$ cat src/rtl/dac_spi_pkg.sv
// dac_spi_pkg: shared definitions for the DAC SPI receive slave.
//   dac_spi_rx_state_t  - receiver FSM states
//   DAC_DATA_WIDTH      - bits per DAC frame
//   DAC_CODE_WIDTH      - LSBs of the frame forming the DAC code
//   DAC_SPI_SYNC_STAGES - synchronizer depth on the serial pins
package dac_spi_pkg;

  localparam int DAC_DATA_WIDTH      = 24;
  localparam int DAC_CODE_WIDTH      = 16;
  localparam int DAC_SPI_SYNC_STAGES = 2;

  typedef enum logic [1:0] {
    WAIT_IDLE,
    IDLE,
    SHIFT
  } dac_spi_rx_state_t;

endpackage

$ cat src/rtl/sync_2ff.sv
// sync_2ff: two-flop synchronizer, parameterizable width and reset value.
// Ports:
//   clk_i  in         destination clock
//   rst_i  in         synchronous, active-high reset (loads RST_VAL)
//   d_i    in  WIDTH  asynchronous inputs
//   q_o    out WIDTH  synchronized outputs
module sync_2ff #(
  parameter int               WIDTH   = 1,
  parameter logic [WIDTH-1:0] RST_VAL = '0
) (
  input  logic             clk_i,
  input  logic             rst_i,
  input  logic [WIDTH-1:0] d_i,
  output logic [WIDTH-1:0] q_o
);

  logic [WIDTH-1:0] meta_q;

  always_ff @(posedge clk_i) begin
    if (rst_i) begin
      meta_q <= RST_VAL;
      q_o    <= RST_VAL;
    end else begin
      meta_q <= d_i;
      q_o    <= meta_q;
    end
  end

endmodule

$ cat src/rtl/dac_spi_rx.sv
// dac_spi_rx: oversampling SPI slave receiving MSB-first DAC frames.
// Ports:
//   clk_i    in   system clock
//   rst_i    in   synchronous, active-high reset
//   sync_i   in   frame select (active low, asynchronous)
//   sclk_i   in   serial clock (idles low, asynchronous)
//   sdi_i    in   serial data, sampled on sclk falling edge
//   data_o   out  last correctly received frame
//   code_o   out  DAC code, data_o[CODE_WIDTH-1:0]
//   valid_o  out  one-cycle pulse when data_o updates
//   err_o    out  one-cycle pulse on a frame of the wrong length
//   busy_o   out  high while a frame is being shifted in
// Optional (macro DAC_SPI_RX_STATS_EN):
//   frame_cnt_o out 16  saturating count of good frames
//   err_cnt_o   out 16  saturating count of bad frames
module dac_spi_rx
  import dac_spi_pkg::*;
#(
  parameter int DATA_WIDTH = DAC_DATA_WIDTH,
  parameter int CODE_WIDTH = DAC_CODE_WIDTH
) (
  input  logic                  clk_i,
  input  logic                  rst_i,
  input  logic                  sync_i,
  input  logic                  sclk_i,
  input  logic                  sdi_i,
  output logic [DATA_WIDTH-1:0] data_o,
  output logic [CODE_WIDTH-1:0] code_o,
  output logic                  valid_o,
  output logic                  err_o,
  output logic                  busy_o
`ifdef DAC_SPI_RX_STATS_EN
  ,
  output logic [15:0]           frame_cnt_o,
  output logic [15:0]           err_cnt_o
`endif
);

  localparam int               CNT_W    = $clog2(DATA_WIDTH + 2);
  localparam logic [CNT_W-1:0] CNT_FULL = CNT_W'(DATA_WIDTH);
  localparam logic [CNT_W-1:0] CNT_SAT  = CNT_W'(DATA_WIDTH + 1);

  // pin_s = {sync, sclk, sdi} after the synchronizer
  logic [2:0] pin_s;

  sync_2ff #(
    .WIDTH   (3),
    .RST_VAL (3'b100)
  ) u_sync (
    .clk_i (clk_i),
    .rst_i (rst_i),
    .d_i   ({sync_i, sclk_i, sdi_i}),
    .q_o   (pin_s)
  );

  // Third stage plus registered edge pulses; sdi travels alongside so the
  // sampled bit is the one present while sclk was still high.
  logic sync_d, sclk_d, sdi_d;
  logic sync_rise_q, sync_fall_q, sclk_fall_q, sdi_q;

  always_ff @(posedge clk_i) begin
    if (rst_i) begin
      sync_d      <= 1'b1;
      sclk_d      <= 1'b0;
      sdi_d       <= 1'b0;
      sync_rise_q <= 1'b0;
      sync_fall_q <= 1'b0;
      sclk_fall_q <= 1'b0;
      sdi_q       <= 1'b0;
    end else begin
      sync_d      <= pin_s[2];
      sclk_d      <= pin_s[1];
      sdi_d       <= pin_s[0];
      sync_rise_q <= pin_s[2] & ~sync_d;
      sync_fall_q <= ~pin_s[2] & sync_d;
      sclk_fall_q <= ~pin_s[1] & sclk_d;
      sdi_q       <= sdi_d;
    end
  end

  dac_spi_rx_state_t state_q, state_d;
  logic [1:0]        settle_q, settle_d;
  logic              clr, shift, eval;

  always_ff @(posedge clk_i) begin
    if (rst_i) begin
      state_q  <= WAIT_IDLE;
      settle_q <= '0;
    end else begin
      state_q  <= state_d;
      settle_q <= settle_d;
    end
  end

  // The synchronizer resets to sync=1, so a pin held low through reset only
  // shows up a couple of cycles later. WAIT_IDLE therefore needs sync high
  // for three consecutive cycles, which flushes the pipeline before IDLE.
  always_comb begin
    state_d  = state_q;
    settle_d = settle_q;
    clr      = 1'b0;
    shift    = 1'b0;
    eval     = 1'b0;
    case (state_q)
      WAIT_IDLE: begin
        if (!pin_s[2]) begin
          settle_d = '0;
        end else if (settle_q == 2'd2) begin
          settle_d = '0;
          state_d  = IDLE;
        end else begin
          settle_d = settle_q + 2'd1;
        end
      end
      IDLE: begin
        if (sync_fall_q) begin
          clr     = 1'b1;
          state_d = SHIFT;
        end
      end
      SHIFT: begin
        shift = sclk_fall_q;
        if (sync_rise_q) begin
          eval    = 1'b1;
          state_d = IDLE;
        end
      end
      default: state_d = WAIT_IDLE;
    endcase
  end

  logic [CNT_W-1:0]      cnt_q, cnt_upd;
  logic [DATA_WIDTH-1:0] sr_q, sr_upd;
  logic                  good, bad;

  // A bit arriving in the same cycle as the sync rising edge is counted
  // before the frame length is judged.
  always_comb begin
    cnt_upd = cnt_q;
    sr_upd  = sr_q;
    if (shift) begin
      sr_upd = {sr_q[DATA_WIDTH-2:0], sdi_q};
      if (cnt_q != CNT_SAT) cnt_upd = cnt_q + CNT_W'(1);
    end
  end

  assign good = eval && (cnt_upd == CNT_FULL);
  assign bad  = eval && (cnt_upd != CNT_FULL);

  always_ff @(posedge clk_i) begin
    if (rst_i) begin
      cnt_q   <= '0;
      sr_q    <= '0;
      data_o  <= '0;
      valid_o <= 1'b0;
      err_o   <= 1'b0;
    end else begin
      valid_o <= good;
      err_o   <= bad;
      if (clr) begin
        cnt_q <= '0;
        sr_q  <= '0;
      end else begin
        cnt_q <= cnt_upd;
        sr_q  <= sr_upd;
      end
      if (good) data_o <= sr_upd;
    end
  end

  assign code_o = data_o[CODE_WIDTH-1:0];
  assign busy_o = (state_q == SHIFT);

`ifdef DAC_SPI_RX_STATS_EN
  always_ff @(posedge clk_i) begin
    if (rst_i) begin
      frame_cnt_o <= '0;
      err_cnt_o   <= '0;
    end else begin
      if (good && frame_cnt_o != '1) frame_cnt_o <= frame_cnt_o + 16'd1;
      if (bad && err_cnt_o != '1)    err_cnt_o   <= err_cnt_o + 16'd1;
    end
  end
`endif

endmodule

$ cat config.mk
export PLATFORM = sky130hd
export DESIGN_NAME = dac_spi_rx
export DESIGN_NICKNAME = d
export VERILOG_FILES = /design/src/rtl/dac_spi_pkg.sv /design/src/rtl/sync_2ff.sv /design/src/rtl/dac_spi_rx.sv
export SDC_FILE = /design/constraint.sdc
export NUM_CORES = 1
export LEC_CHECK = 0
export ABC_CLOCK_PERIOD_IN_PS = 2750
export CAP_MARGIN = 20
export CORE_UTILIZATION = 52
export DETAILED_ROUTE_END_ITERATION = 10
export PLACE_DENSITY = 0.81
export SYNTH_ARGS = -nofsm -noshare
export SYNTH_HDL_FRONTEND = slang
export SYNTH_SLANG_ARGS = --single-unit
$ cat constraint.sdc
create_clock -name clk_i -period 2.75 [get_ports clk_i]
set_input_delay 0.275 -clock clk_i [delete_from_list [all_inputs] [get_ports clk_i]]
set_output_delay 0.275 -clock clk_i [all_outputs]
set_load 0.01 [all_outputs]
Yosys cells after proc, flatten, opt, wreduce, memory -nomap -nowiden. Index checks and enable logic that the tools add are counted. W data, S select, Z words.

Add/subtract/negate cells: 2. Eq/ne operators: 10. Muxes and demuxes: 15. Bitwise operators: 6. Reductions and logical operators: 5.

Operators by type and width (count): $mux W24 (1); $mux W2 (6); $mux W5 (2); $ne A5 B5 Y1 const B (2); $pmux W2 S3 (1); $add A5 B1 Y5 const B (1); $eq A5 B5 Y1 const B (1); $mux W1 (5); $eq A2 B2 Y1 const B (2); $ne A2 B1 Y1 const B (2); $ne A2 B2 Y1 const B (2); $reduce_and A4 Y1 (1); $and A1 B1 Y1 (3); $not A1 Y1 (3); $add A2 B1 Y2 const B (1); $eq A2 B1 Y1 const B (1); $logic_and A1 B1 Y1 (2); $logic_not A2 Y1 (1); $reduce_or A2 Y1 (1).

Flip-flop bits (word level): 72. Output and inout bits: 43. Logic and storage cells: 54.

Depth between registers and ports, before layout. Gate-level depths: netlist (run 1).

Depth in word-level cells: 5. Mapped depth: 8. Mapped depth without buffers: 7.

Cells and area by module. A second synthesis (run 1) with hierarchy kept.

Cell total of the unflattened synthesis: 275. Area total of the unflattened synthesis: 2910.3 µm².

By module, submodules not included: dac_spi_rx (times used 1, cells an instance 263, area an instance 2752.6 µm², seq. area each 1321.3 µm²); sync_2ff (times used 1, cells an instance 12, area an instance 157.7 µm², seq. area each 120.1 µm²).

Worst setup path after synthesis (run 1). No wires, ideal clock.

Path type: flip-flop to flip-flop. Start point: register cnt_q[1]. End point: register data_o[13]. Setup time: 0.142 ns. Arrival: 1.967 ns. Path slack: 0.642 ns. Cell stages (with the launch flop): 9. Clock period less this slack: 2.108 ns. Path through: dfxtp_1 -> inv_1 -> ha_1 -> and4b_4 -> or4_4 -> and2_4 -> nor3_4 -> buf_6 -> a211oi_2.

Longest elaborated chain between the ends: 5.

Ends and longest elaborated chain: from (decl) (RTL line dac_spi_rx.sv:132) `logic [CNT_W-1:0] cnt_q, cnt_upd;`; from (signal assigned) (RTL line dac_spi_rx.sv:164) `cnt_q <= cnt_upd;`; $add A5 B1 Y5 / $ne A5 B5 Y1 (equally long branches) (RTL line dac_spi_rx.sv:143) `if (cnt_q != CNT_SAT) cnt_upd = cnt_q + CNT_W'(1);`; $mux W5 (RTL line dac_spi_rx.sv:143); $mux W5 (*) (RTL line dac_spi_rx.sv:141) `if (shift) begin`; $eq A5 B5 Y1 (*) (RTL line dac_spi_rx.sv:147) `assign good = eval && (cnt_upd == CNT_FULL);`; $logic_and A1 B1 Y1 (*) (RTL line dac_spi_rx.sv:147); to (signal assigned) (RTL line dac_spi_rx.sv:167) `if (good) data_o <= sr_upd;`; to (decl) (RTL line dac_spi_rx.sv:27) `output logic [DATA_WIDTH-1:0] data_o,`.

Every way passes the cells marked *; elsewhere a longest branch is shown, timed or not. A chain may end at the register's enable or synchronous reset.

Final worst setup path (run 1).
Start point: register cnt_q[1]. End point: register data_o[10].

Same word-level chain as after synthesis.

==> results of run 1 <==
[cells in the mapped netlist, types with 3 or more instances]
| master | number | area (µm²) |
|---|---|---|
| or2_2 | 3 | 18.8 |
| dfxtp_1 | 72 | 1440 |
| mux2i_1 | 25 | 250 |
| buf_4 | 16 | 120 |
| clkbuf_1 | 8 | 30.0 |
| xor2_1 | 3 | 26.3 |
| nand2b_1 | 3 | 18.8 |
| buf_6 | 5 | 56.3 |
| a211oi_1 | 10 | 75.1 |
| nand4b_1 | 3 | 26.3 |
| o21ai_0 | 4 | 20.0 |
| a211oi_2 | 14 | 175 |
| nor2b_1 | 9 | 56.3 |
| nand2_1 | 4 | 15.0 |
| a21oi_1 | 31 | 155 |
| nor2_1 | 34 | 128 |
[state kept, by name (all words and copies together), names as in the netlist, 2 cells and up]
signal / count
sr_q: 24
data_o: 24
u_sync.meta_q: 3
state_q: 2
cnt_q: 5
u_sync.q_o: 3
settle_q: 2
[per-stage QoR]
step / utilization [%] / total power, mW / worst slack, ns / hold WS (ns) / cells
floorplan: - / 1.12 / 0.642 / 0.379 / 275
global placement: 62.6 / 1.13 / 0.533 / 0.394 / 367
detailed placement: 62.6 / 1.13 / 0.465 / 0.393 / 367
CTS: 65.5 / 1.81 / 0.450 / 0.380 / 381
global route: 65.5 / 1.85 / 0.290 / 0.424 / 381
finish: 65.5 / 1.79 / 0.450 / 0.398 / 381
[power groups by stage]
| stage | Sequential, mW | Clock [mW] | Combinational, mW |
|---|---|---|---|
| after floorplan | 1.08 | 0 | 0.0328 |
| after global placement | 1.09 | 0 | 0.0427 |
| after detailed placement | 1.09 | 0 | 0.0436 |
| after CTS | 1.06 | 0.704 | 0.0435 |
| after global routing | 1.06 | 0.741 | 0.0494 |
| final | 1.06 | 0.682 | 0.0438 |
[critical path, stage by stage (launching register included)]
cell      delay [ns]
dfxtp_1         0.43
inv_1           0.07
ha_1            0.18
and4b_4         0.21
or4_4           0.53
a21oi_4         0.19
buf_4           0.27
a21oi_1         0.10
a211oi_1        0.22
[worst min path at each step]
stage                                            from                     endpoint  slack (ns)  cells past startpoint
after floorplan                                sync_i  u_sync.meta_q[2]$_SDFF_PP1_        0.38                      1
after global placement    u_sync.meta_q[2]$_SDFF_PP1_     u_sync.q_o[2]$_SDFF_PP1_        0.39                      1
after detailed placement  u_sync.meta_q[2]$_SDFF_PP1_     u_sync.q_o[2]$_SDFF_PP1_        0.39                      1
after CTS                                       rst_i  u_sync.meta_q[0]$_SDFF_PP0_        0.38                      2
after global routing                            rst_i     u_sync.q_o[0]$_SDFF_PP0_        0.42                      2
final                                           rst_i     u_sync.q_o[1]$_SDFF_PP0_        0.40                      2
[routing by layer]
metal | GRT usage, % | vias to the layer above | wire length [µm]
met3 | 5.63 | 7 | 258
met5 | 0 | - | 0
met4 | 7.69 | 0 | 67
met1 | 24.6 | 962 | 2390
li1 | - | 1014 | -
met2 | 32.9 | 45 | 2490
[final cells by class]
type	instances	share of cell area, %
well taps	70	2.57
clock buffers	13	4.37
repair buffers	55	15.8
clock inverters	1	0.147
inverters	2	0.220
flip-flops and latches	72	42.3
multi-input cells	168	34.7
[cell families after synthesis]
logic type / share of synthesized area, %
xor gates and xnor gates: 0.920
and+or+nand+nor: 13.8
DFF: 50.5
adders and majority gates: 0.876
buffers and inverters: 8.11
muxes: 8.76
AOI/OAI and AO/OA: 17.0
==> impl_metrics.env, run 1 <==
export IMPL_ys_ff_latch=72
export IMPL_yosysUniqueCellTypes=39
export IMPL_worstMarginPinSlew_ns=0.510
export IMPL_critPathKind="reg -> reg"
export IMPL_n_fill_cell=435
export IMPL_max_slew_margin_pct=65.8
export IMPL_yosysWarnings=0
export IMPL_endpoint="data_o[10]$_SDFFE_PP0P_"
export IMPL_cp_end_kind="flip-flop"
export IMPL_place_congestion=0.812
export IMPL_place_hpwl_um=3450
export IMPL_finalCritPeriodShare_pct=83.6
export IMPL_switching_power_uw=373
export IMPL_clock_latency_ns=0.33
export IMPL_wl_per_cell_um=13.7
export IMPL_gr_total_overflow=0
export IMPL_layout_drive_gt1_share_pct=13.5
export IMPL_grt_pass1_wl_um=9110
export IMPL_root_buffer="clkbuf_8"
export IMPL_slew_viol_final=0
export IMPL_synthArstFlopShare_pct=0
export IMPL_cap_violations=0
export IMPL_clk_pin_slew_ns=0.07
export IMPL_hold_buffers=0
export IMPL_layout_common_cells="72 x dfxtp_1, 46 x clkdlybuf4s50_1, 34 x nor2_1"
export IMPL_cts_resized=0
export IMPL_route_final_wire_length_um=5200
export IMPL_cp_max_fo=20
export IMPL_status="finished, final reports clean"
export IMPL_grt_usage_pct=19.9
export IMPL_regArea_um2=1440
export IMPL_crit_path_start_kind="flip-flop"
export IMPL_coreArea_um2=5200
export IMPL_initial_core_util_pct=54.9
export IMPL_via_per_inst=5.32
export IMPL_ant_nets=0
export IMPL_cts_setup_buffers=0
export IMPL_clock_power_share_pct=38.1
export IMPL_die_y_um=76.1
export IMPL_finish_instance_area_um2=3410
export IMPL_grt_pass1_vias=1991
export IMPL_final_common_cell="dfxtp_1"
export IMPL_fmax_mhz=435
export IMPL_pwr_share_seq_pct=59.4
export IMPL_place_area_um2=3260
export IMPL_grt_max_degree=31
export IMPL_rows=26
export IMPL_internal_power_mw=1.41
export IMPL_worstRegToRegCells=8
export IMPL_finalHoldViolations=0
export IMPL_drtPass1Iterations=4
export IMPL_multiInputGateArea_um2=1180
export IMPL_vias=2028
export IMPL_die_area_um2=5790
export IMPL_reg2reg_slack_ns=0.45
export IMPL_diodes=0
export IMPL_rsz0062_at_grt="false"
export IMPL_synth_nets=282
export IMPL_leakagePower_nw=1.22
export IMPL_arrival_ns=2.54
export IMPL_setup_tns_ns=0
export IMPL_fin_worst_skew_ns=0.00392
export IMPL_layout_min_cycle_time_ns=2.30
export IMPL_drt_iter0_drc=79
export IMPL_startpoint="cnt_q[1]$_SDFF_PP0_"
export IMPL_area_growth_pct=19.5
export IMPL_timing_rr_end="data_o[10]$_SDFFE_PP0P_"
export IMPL_synth_seq_area_share_pct=50.5
export IMPL_cts_sinks=72
export IMPL_antenna_found_initial=0
export IMPL_route_detailed_drc=0
export IMPL_die_width_um=76.1
export IMPL_synth_edf_count=0
export IMPL_netlist_area_um2=2860
export IMPL_synthCells=275
export IMPL_setup_violations=0
export IMPL_cp_data_required_time_ns=2.99
export IMPL_hold_class="in -> reg"
export IMPL_r2r_start="cnt_q[1]$_SDFF_PP0_"
export IMPL_cts_buffers=9
export IMPL_ios=48
export IMPL_cts_max_path_buffers=2
export IMPL_cts_tree="built"
export IMPL_port_buffers=47
export IMPL_comb_power_share_pct=2.5
export IMPL_syn_area_per_cell_um2=10.4
export IMPL_layout_nets=315
export IMPL_p_per_area_nw_per_um2=524
export IMPL_ys_flop_type="dfxtp_1"
export IMPL_vdd_drop_max_mv=0.586
export IMPL_sw_frac_of_total_pct=20.9
export IMPL_htreeDepth=3
Note: power is estimated with default switching activity, not from simulation.
==> run 2, diff against run 1 <==
ABC_CLOCK_PERIOD_IN_PS = 1850   (was 2750)
CORE_UTILIZATION = 47   (was 52)
PLACE_DENSITY = 0.78   (was 0.81)
clock period = 1.85 ns   (was 2.75 ns; I/O delays follow)
==> run 2 against run 1 <==
The flow now finishes with violations (setup timing). Non-clock buffer count increased by 19. Routed wire length grew 4.1%. Final area grew 8.3%. Cell count grew 6.8%. Combinational power up 68%. Maximum frequency up 14%. Core utilization decreased by 2.8 points. Power up 60%. Worst hold slack got worse by 0.11 ns. Via count is 3.4% higher. Die area is 10% higher. Clock power grew 77%. Critical endpoint is now data_o[3]$_SDFFE_PP0P_. Largest cell class unchanged.
==> impl_metrics.env, run 2 (synthesis gave the netlist of run 1 again) <==
export IMPL_status="finished, violations left"
export IMPL_violations="setup timing"
export IMPL_clock_latency_ns=0.34
export IMPL_grt_pass1_wl_um=9050
export IMPL_place_area_um2=3420
export IMPL_clk_pin_slew_ns=0.08
export IMPL_die_y_um=79.9
export IMPL_antenna_found_initial=0
export IMPL_crit_path_start_kind="flip-flop"
export IMPL_rsz0062_at_grt="true"
export IMPL_cap_violations=0
export IMPL_grt_max_degree=30
export IMPL_layout_drive_gt1_share_pct=22.3
export IMPL_cts_tree="built"
export IMPL_max_slew_margin_pct=70.6
export IMPL_via_per_inst=5.15
export IMPL_cp_end_kind="flip-flop"
export IMPL_wl_per_cell_um=13.3
export IMPL_route_final_wire_length_um=5420
export IMPL_root_buffer="clkbuf_8"
export IMPL_reg_top3="data_o (24), sr_q (24), cnt_q (5)"
export IMPL_layout_nets=334
export IMPL_finalHoldViolations=0
export IMPL_grt_usage_pct=18.7
export IMPL_critPathKind="reg -> reg"
export IMPL_hold_class="in -> reg"
export IMPL_diodes=0
export IMPL_vias=2096
export IMPL_die_width_um=79.9
export IMPL_finalCritPeriodShare_pct=109
export IMPL_initial_core_util_pct=48.5
export IMPL_p_per_area_nw_per_um2=773
export IMPL_vdd_drop_max_mv=0.435
export IMPL_grt_pass1_vias=2033
export IMPL_finish_instance_area_um2=3690
export IMPL_n_fill_cell=478
export IMPL_fin_worst_skew_ns=0.00922
export IMPL_arrival_ns=2.23
export IMPL_gr_total_overflow=0
export IMPL_die_area_um2=6390
export IMPL_total_power_mw=2.85
export IMPL_final_common_cell="dfxtp_1"
export IMPL_route_detailed_drc=0
export IMPL_drt_iter0_drc=71
export IMPL_cts_max_path_buffers=2
export IMPL_place_ws_ns=-0.224
export IMPL_rows=28
export IMPL_worst_slack_ns=-0.166
export IMPL_fmax_mhz=496
export IMPL_port_buffers=47
export IMPL_layout_min_cycle_time_ns=2.02
export IMPL_htreeDepth=3
export IMPL_hold_buffers=0
export IMPL_leakagePower_nw=1.36
export IMPL_place_congestion=0.783
export IMPL_ant_nets=0
export IMPL_ios=48
export IMPL_slew_viol_final=0
export IMPL_place_hpwl_um=3590
export IMPL_layout_common_cells="70 x dfxtp_1, 46 x clkdlybuf4s50_1, 34 x nor2_1"
export IMPL_cp_data_required_time_ns=2.07
export IMPL_area_growth_pct=29.4
export IMPL_drtPass1Iterations=4
export IMPL_setup_violations=26
export IMPL_final_core_utilization_pct=62.8
export IMPL_cts_buffers=9
export IMPL_cp_max_fo=12
export IMPL_holdWs_ns=0.290
export IMPL_cts_sinks=72
export IMPL_coreArea_um2=5890
export IMPL_worstMarginPinSlew_ns=0.441
run 2: cell types whose count changed in the layout (fill, tap and decap cells not counted), moves of 2 or more:
cell        change
buf_12          +2
buf_6           +2
clkinvlp_4      +2
inv_6           +2
a211oi_1        -3
buf_4          +14
dfxtp_1         -2
a211oi_2        +3
clkbuf_1        -2
run 2: metrics by stage:
| step | setup TNS [ns] | instances |
|---|---|---|
| final | -3.98 | 407 |
| after global routing | -5.81 | 407 |
| after CTS | -4.11 | 405 |
| after detailed placement | -5.20 | 387 |
| after global placement | -3.86 | 387 |
| after floorplan | -4.39 | 275 |
run 2: layout make-up:
cell class                 count  area, µm²  area share, %
sequential                    72       1450           39.2
multi-input combinational    168       1210           32.9
timing repair buffer          74        733           19.9
clock buffer                  10        128           3.46
tap                           75       93.8           2.54
clock inverter                 6       67.6           1.83
inverter                       2       10.0          0.271
run 2: what timing repair did:
item                       CTS  global route
setup endpoints to repair   26            27
pin swaps                    1             1
resized for setup            4             6
gates cloned                 1             0
setup buffers                1             2
run 2: final timing paths:
kind                                          start                       to  slack, ns  cells after the start
worst min register to register    sync_d$_SDFF_PP1_   sync_rise_q$_SDFF_PP0_       0.41                      1
worst min-delay path                          rst_i  state_q[0]$_SDFFE_PP0P_       0.29                      2
worst max-delay path            cnt_q[1]$_SDFF_PP0_   data_o[3]$_SDFFE_PP0P_      -0.17                      9
worst max register to register  cnt_q[1]$_SDFF_PP0_   data_o[3]$_SDFFE_PP0P_      -0.17                      9
run 2: worst max-delay path: stages (launching register included):
cell,delay [ns]
dfxtp_4,0.37
inv_4,0.04
ha_4,0.26
nand2_2,0.05
or4_4,0.53
and2_4,0.17
nor3_4,0.11
buf_6,0.15
buf_12,0.15
a211oi_1,0.08
run 2: routing by layer:
metal / global-route usage [%] / routed length, µm
met1: 21.4 / 2470
met2: 32.6 / 2700
met3: 3.43 / 154
met4: 10.4 / 95
met5: 0 / 0
run 2: power breakdown:
part	internal [mW]	switching (mW)	total, mW
sequential	1.56	0.00903	1.57
clock	0.630	0.578	1.21
combinational	0.0302	0.0436	0.0738
==> run 3, diff against run 2 <==
SKIP_CTS_REPAIR_TIMING = 1   (was not set)
==> run 3 against run 2 <==
The flow still finishes with violations (setup timing). Global-route usage down 0.71 points. Clock skew barely moved. Flip-flop and latch count unchanged. Critical path depth is the same. First-iteration DRC count is 2.8% lower. Combinational power about the same. Maximum frequency down 1.2%. Non-clock buffer count rose by 2. Power hardly changed.
==> impl_metrics.env, run 3 (synthesis gave the netlist of run 1 again) <==
export IMPL_status="finished, violations left"
export IMPL_violations="setup timing"
export IMPL_rows=28
export IMPL_grt_pass1_wl_um=8810
export IMPL_startpoint="cnt_q[1]$_SDFF_PP0_"
export IMPL_pwr_share_seq_pct=55.0
export IMPL_crit_path_start_kind="flip-flop"
export IMPL_worstMarginPinSlew_ns=0.426
export IMPL_cp_end_kind="flip-flop"
export IMPL_coreArea_um2=5890
export IMPL_htreeDepth=3
export IMPL_finalCritPeriodShare_pct=110
export IMPL_root_buffer="clkbuf_8"
export IMPL_clk_pin_slew_ns=0.07
export IMPL_rsz0062_at_grt="true"
export IMPL_port_buffers=47
export IMPL_layout_nets=336
export IMPL_drt_iter0_drc=69
export IMPL_timing_rr_end="data_o[14]$_SDFFE_PP0P_"
export IMPL_place_area_um2=3420
export IMPL_cts_buffers=9
export IMPL_clock_power_share_pct=42.4
export IMPL_cp_max_fo=6
export IMPL_hold_depth=2
export IMPL_route_final_wire_length_um=5570
export IMPL_grt_pass1_vias=2031
export IMPL_comb_power_share_pct=2.6
export IMPL_gr_total_overflow=0
export IMPL_r2r_start="cnt_q[1]$_SDFF_PP0_"
export IMPL_clock_latency_ns=0.34
export IMPL_internal_power_mw=2.22
export IMPL_finish_instance_area_um2=3760
export IMPL_grt_usage_pct=18.0
export IMPL_die_area_um2=6390
export IMPL_fmax_mhz=490
export IMPL_hold_class="in -> reg"
export IMPL_worst_slack_ns=-0.191
export IMPL_reg2reg_slack_ns=-0.19
export IMPL_place_congestion=0.783
export IMPL_cap_violations=0
export IMPL_hp_start="rst_i"
export IMPL_drtPass1Iterations=4
export IMPL_wl_per_cell_um=13.6
export IMPL_max_slew_margin_pct=71.6
export IMPL_initial_core_util_pct=48.5
export IMPL_vias=2147
export IMPL_cts_tree="built"
export IMPL_layout_min_cycle_time_ns=2.04
export IMPL_place_hpwl_um=3590
export IMPL_p_per_area_nw_per_um2=761
export IMPL_cp_slowest_stage_delay_ns=0.53
export IMPL_area_growth_pct=31.6
export IMPL_finalHoldViolations=0
export IMPL_route_detailed_drc=0
export IMPL_leakagePower_nw=1.38
export IMPL_ios=48
export IMPL_via_per_inst=5.25
export IMPL_cts_max_path_buffers=2
export IMPL_place_ws_ns=-0.224
export IMPL_setup_violations=25
export IMPL_antenna_found_initial=0
export IMPL_vdd_drop_max_mv=0.431
export IMPL_critPathKind="reg -> reg"
export IMPL_worstRegToRegCells=9
export IMPL_layout_common_cells="70 x dfxtp_1, 46 x clkdlybuf4s50_1, 34 x nor2_1"
export IMPL_slowest_stage="or4_4"
export IMPL_reg_top3="data_o (24), sr_q (24), cnt_q (5)"
export IMPL_min_to="state_q[0]$_SDFFE_PP0P_"
export IMPL_grt_max_degree=30
export IMPL_diodes=0
export IMPL_slew_viol_final=0
export IMPL_ant_nets=0
export IMPL_fin_worst_skew_ns=0.00917
export IMPL_arrival_ns=2.26
export IMPL_cp_data_required_time_ns=2.07
export IMPL_crit_chain="inv_4, ha_4, nand2_2, or4_4, and2_4, nor3_4, buf_6, clkbuf_16, a211oi_2"
export IMPL_cts_sinks=72
export IMPL_die_width_um=79.9
export IMPL_die_y_um=79.9
export IMPL_sw_frac_of_total_pct=22.2
export IMPL_switching_power_uw=634
export IMPL_final_common_cell="dfxtp_1"
export IMPL_layout_drive_gt1_share_pct=24.3
## run 3: cell types whose count changed in the layout (fill, tap and decap cells not counted), sizes merged
cell / before / now
clkbuf: 10 / 12
## run 3: metrics by stage
stage	setup TNS, ns	power [mW]	hold slack [ns]	instances	utilization, %
floorplan	-4.39	1.66	0.289	275	-
global placement	-3.86	1.68	0.394	387	58.1
detailed placement	-5.20	1.68	0.397	387	58.1
CTS	-5.40	2.88	0.267	403	61.4
global route	-5.79	2.97	0.296	409	63.8
finish	-4.16	2.86	0.281	409	63.8
## run 3: worst max path at each step
stage	slack [ns]	cells past startpoint	end
floorplan	-0.21	8	data_o[13]$_SDFFE_PP0P_
global placement	-0.17	8	data_o[7]$_SDFFE_PP0P_
detailed placement	-0.22	8	data_o[3]$_SDFFE_PP0P_
CTS	-0.23	8	data_o[18]$_SDFFE_PP0P_
global route	-0.26	9	data_o[8]$_SDFFE_PP0P_
finish	-0.19	9	data_o[14]$_SDFFE_PP0P_
## run 3: worst max-delay path: cells and delay by family, from the launching register on
family / cells / cell delay (ns)
simple gates: 4 / 0.89
buf+inv: 3 / 0.34
compound gates: 1 / 0.06
flops: 1 / 0.37
fa+ha+maj: 1 / 0.26
## run 3: cell type report
cell class,count,area [µm²]
Clock buffer,10,128
Clock inverter,6,67.6
Fill cell,470,2130
Inverter,2,10.0
Multi-Input combinational cell,168,1240
Sequential cell,72,1450
Tap cell,75,93.8
Timing Repair Buffer,76,771
## run 3: power groups by stage
stage / sequential [mW] / clock, mW / combinational (mW)
4_1_cts: 1.57 / 1.24 / 0.0741
5_1_grt: 1.57 / 1.31 / 0.0819
3_3_place_gp: 1.61 / 0 / 0.0713
6_report: 1.57 / 1.21 / 0.0741
2_1_floorplan: 1.61 / 0 / 0.0493
3_5_place_dp: 1.61 / 0 / 0.0740
## run 3: metal layers
metal / part of all wire [%] / vias to the layer above / global-route usage, %
li1: - / 1060 / -
met1: 45 / 1031 / 20.2
met2: 50 / 47 / 31.5
met3: 3.2 / 9 / 3.43
met4: 1.7 / 0 / 10.2
met5: 0 / - / 0
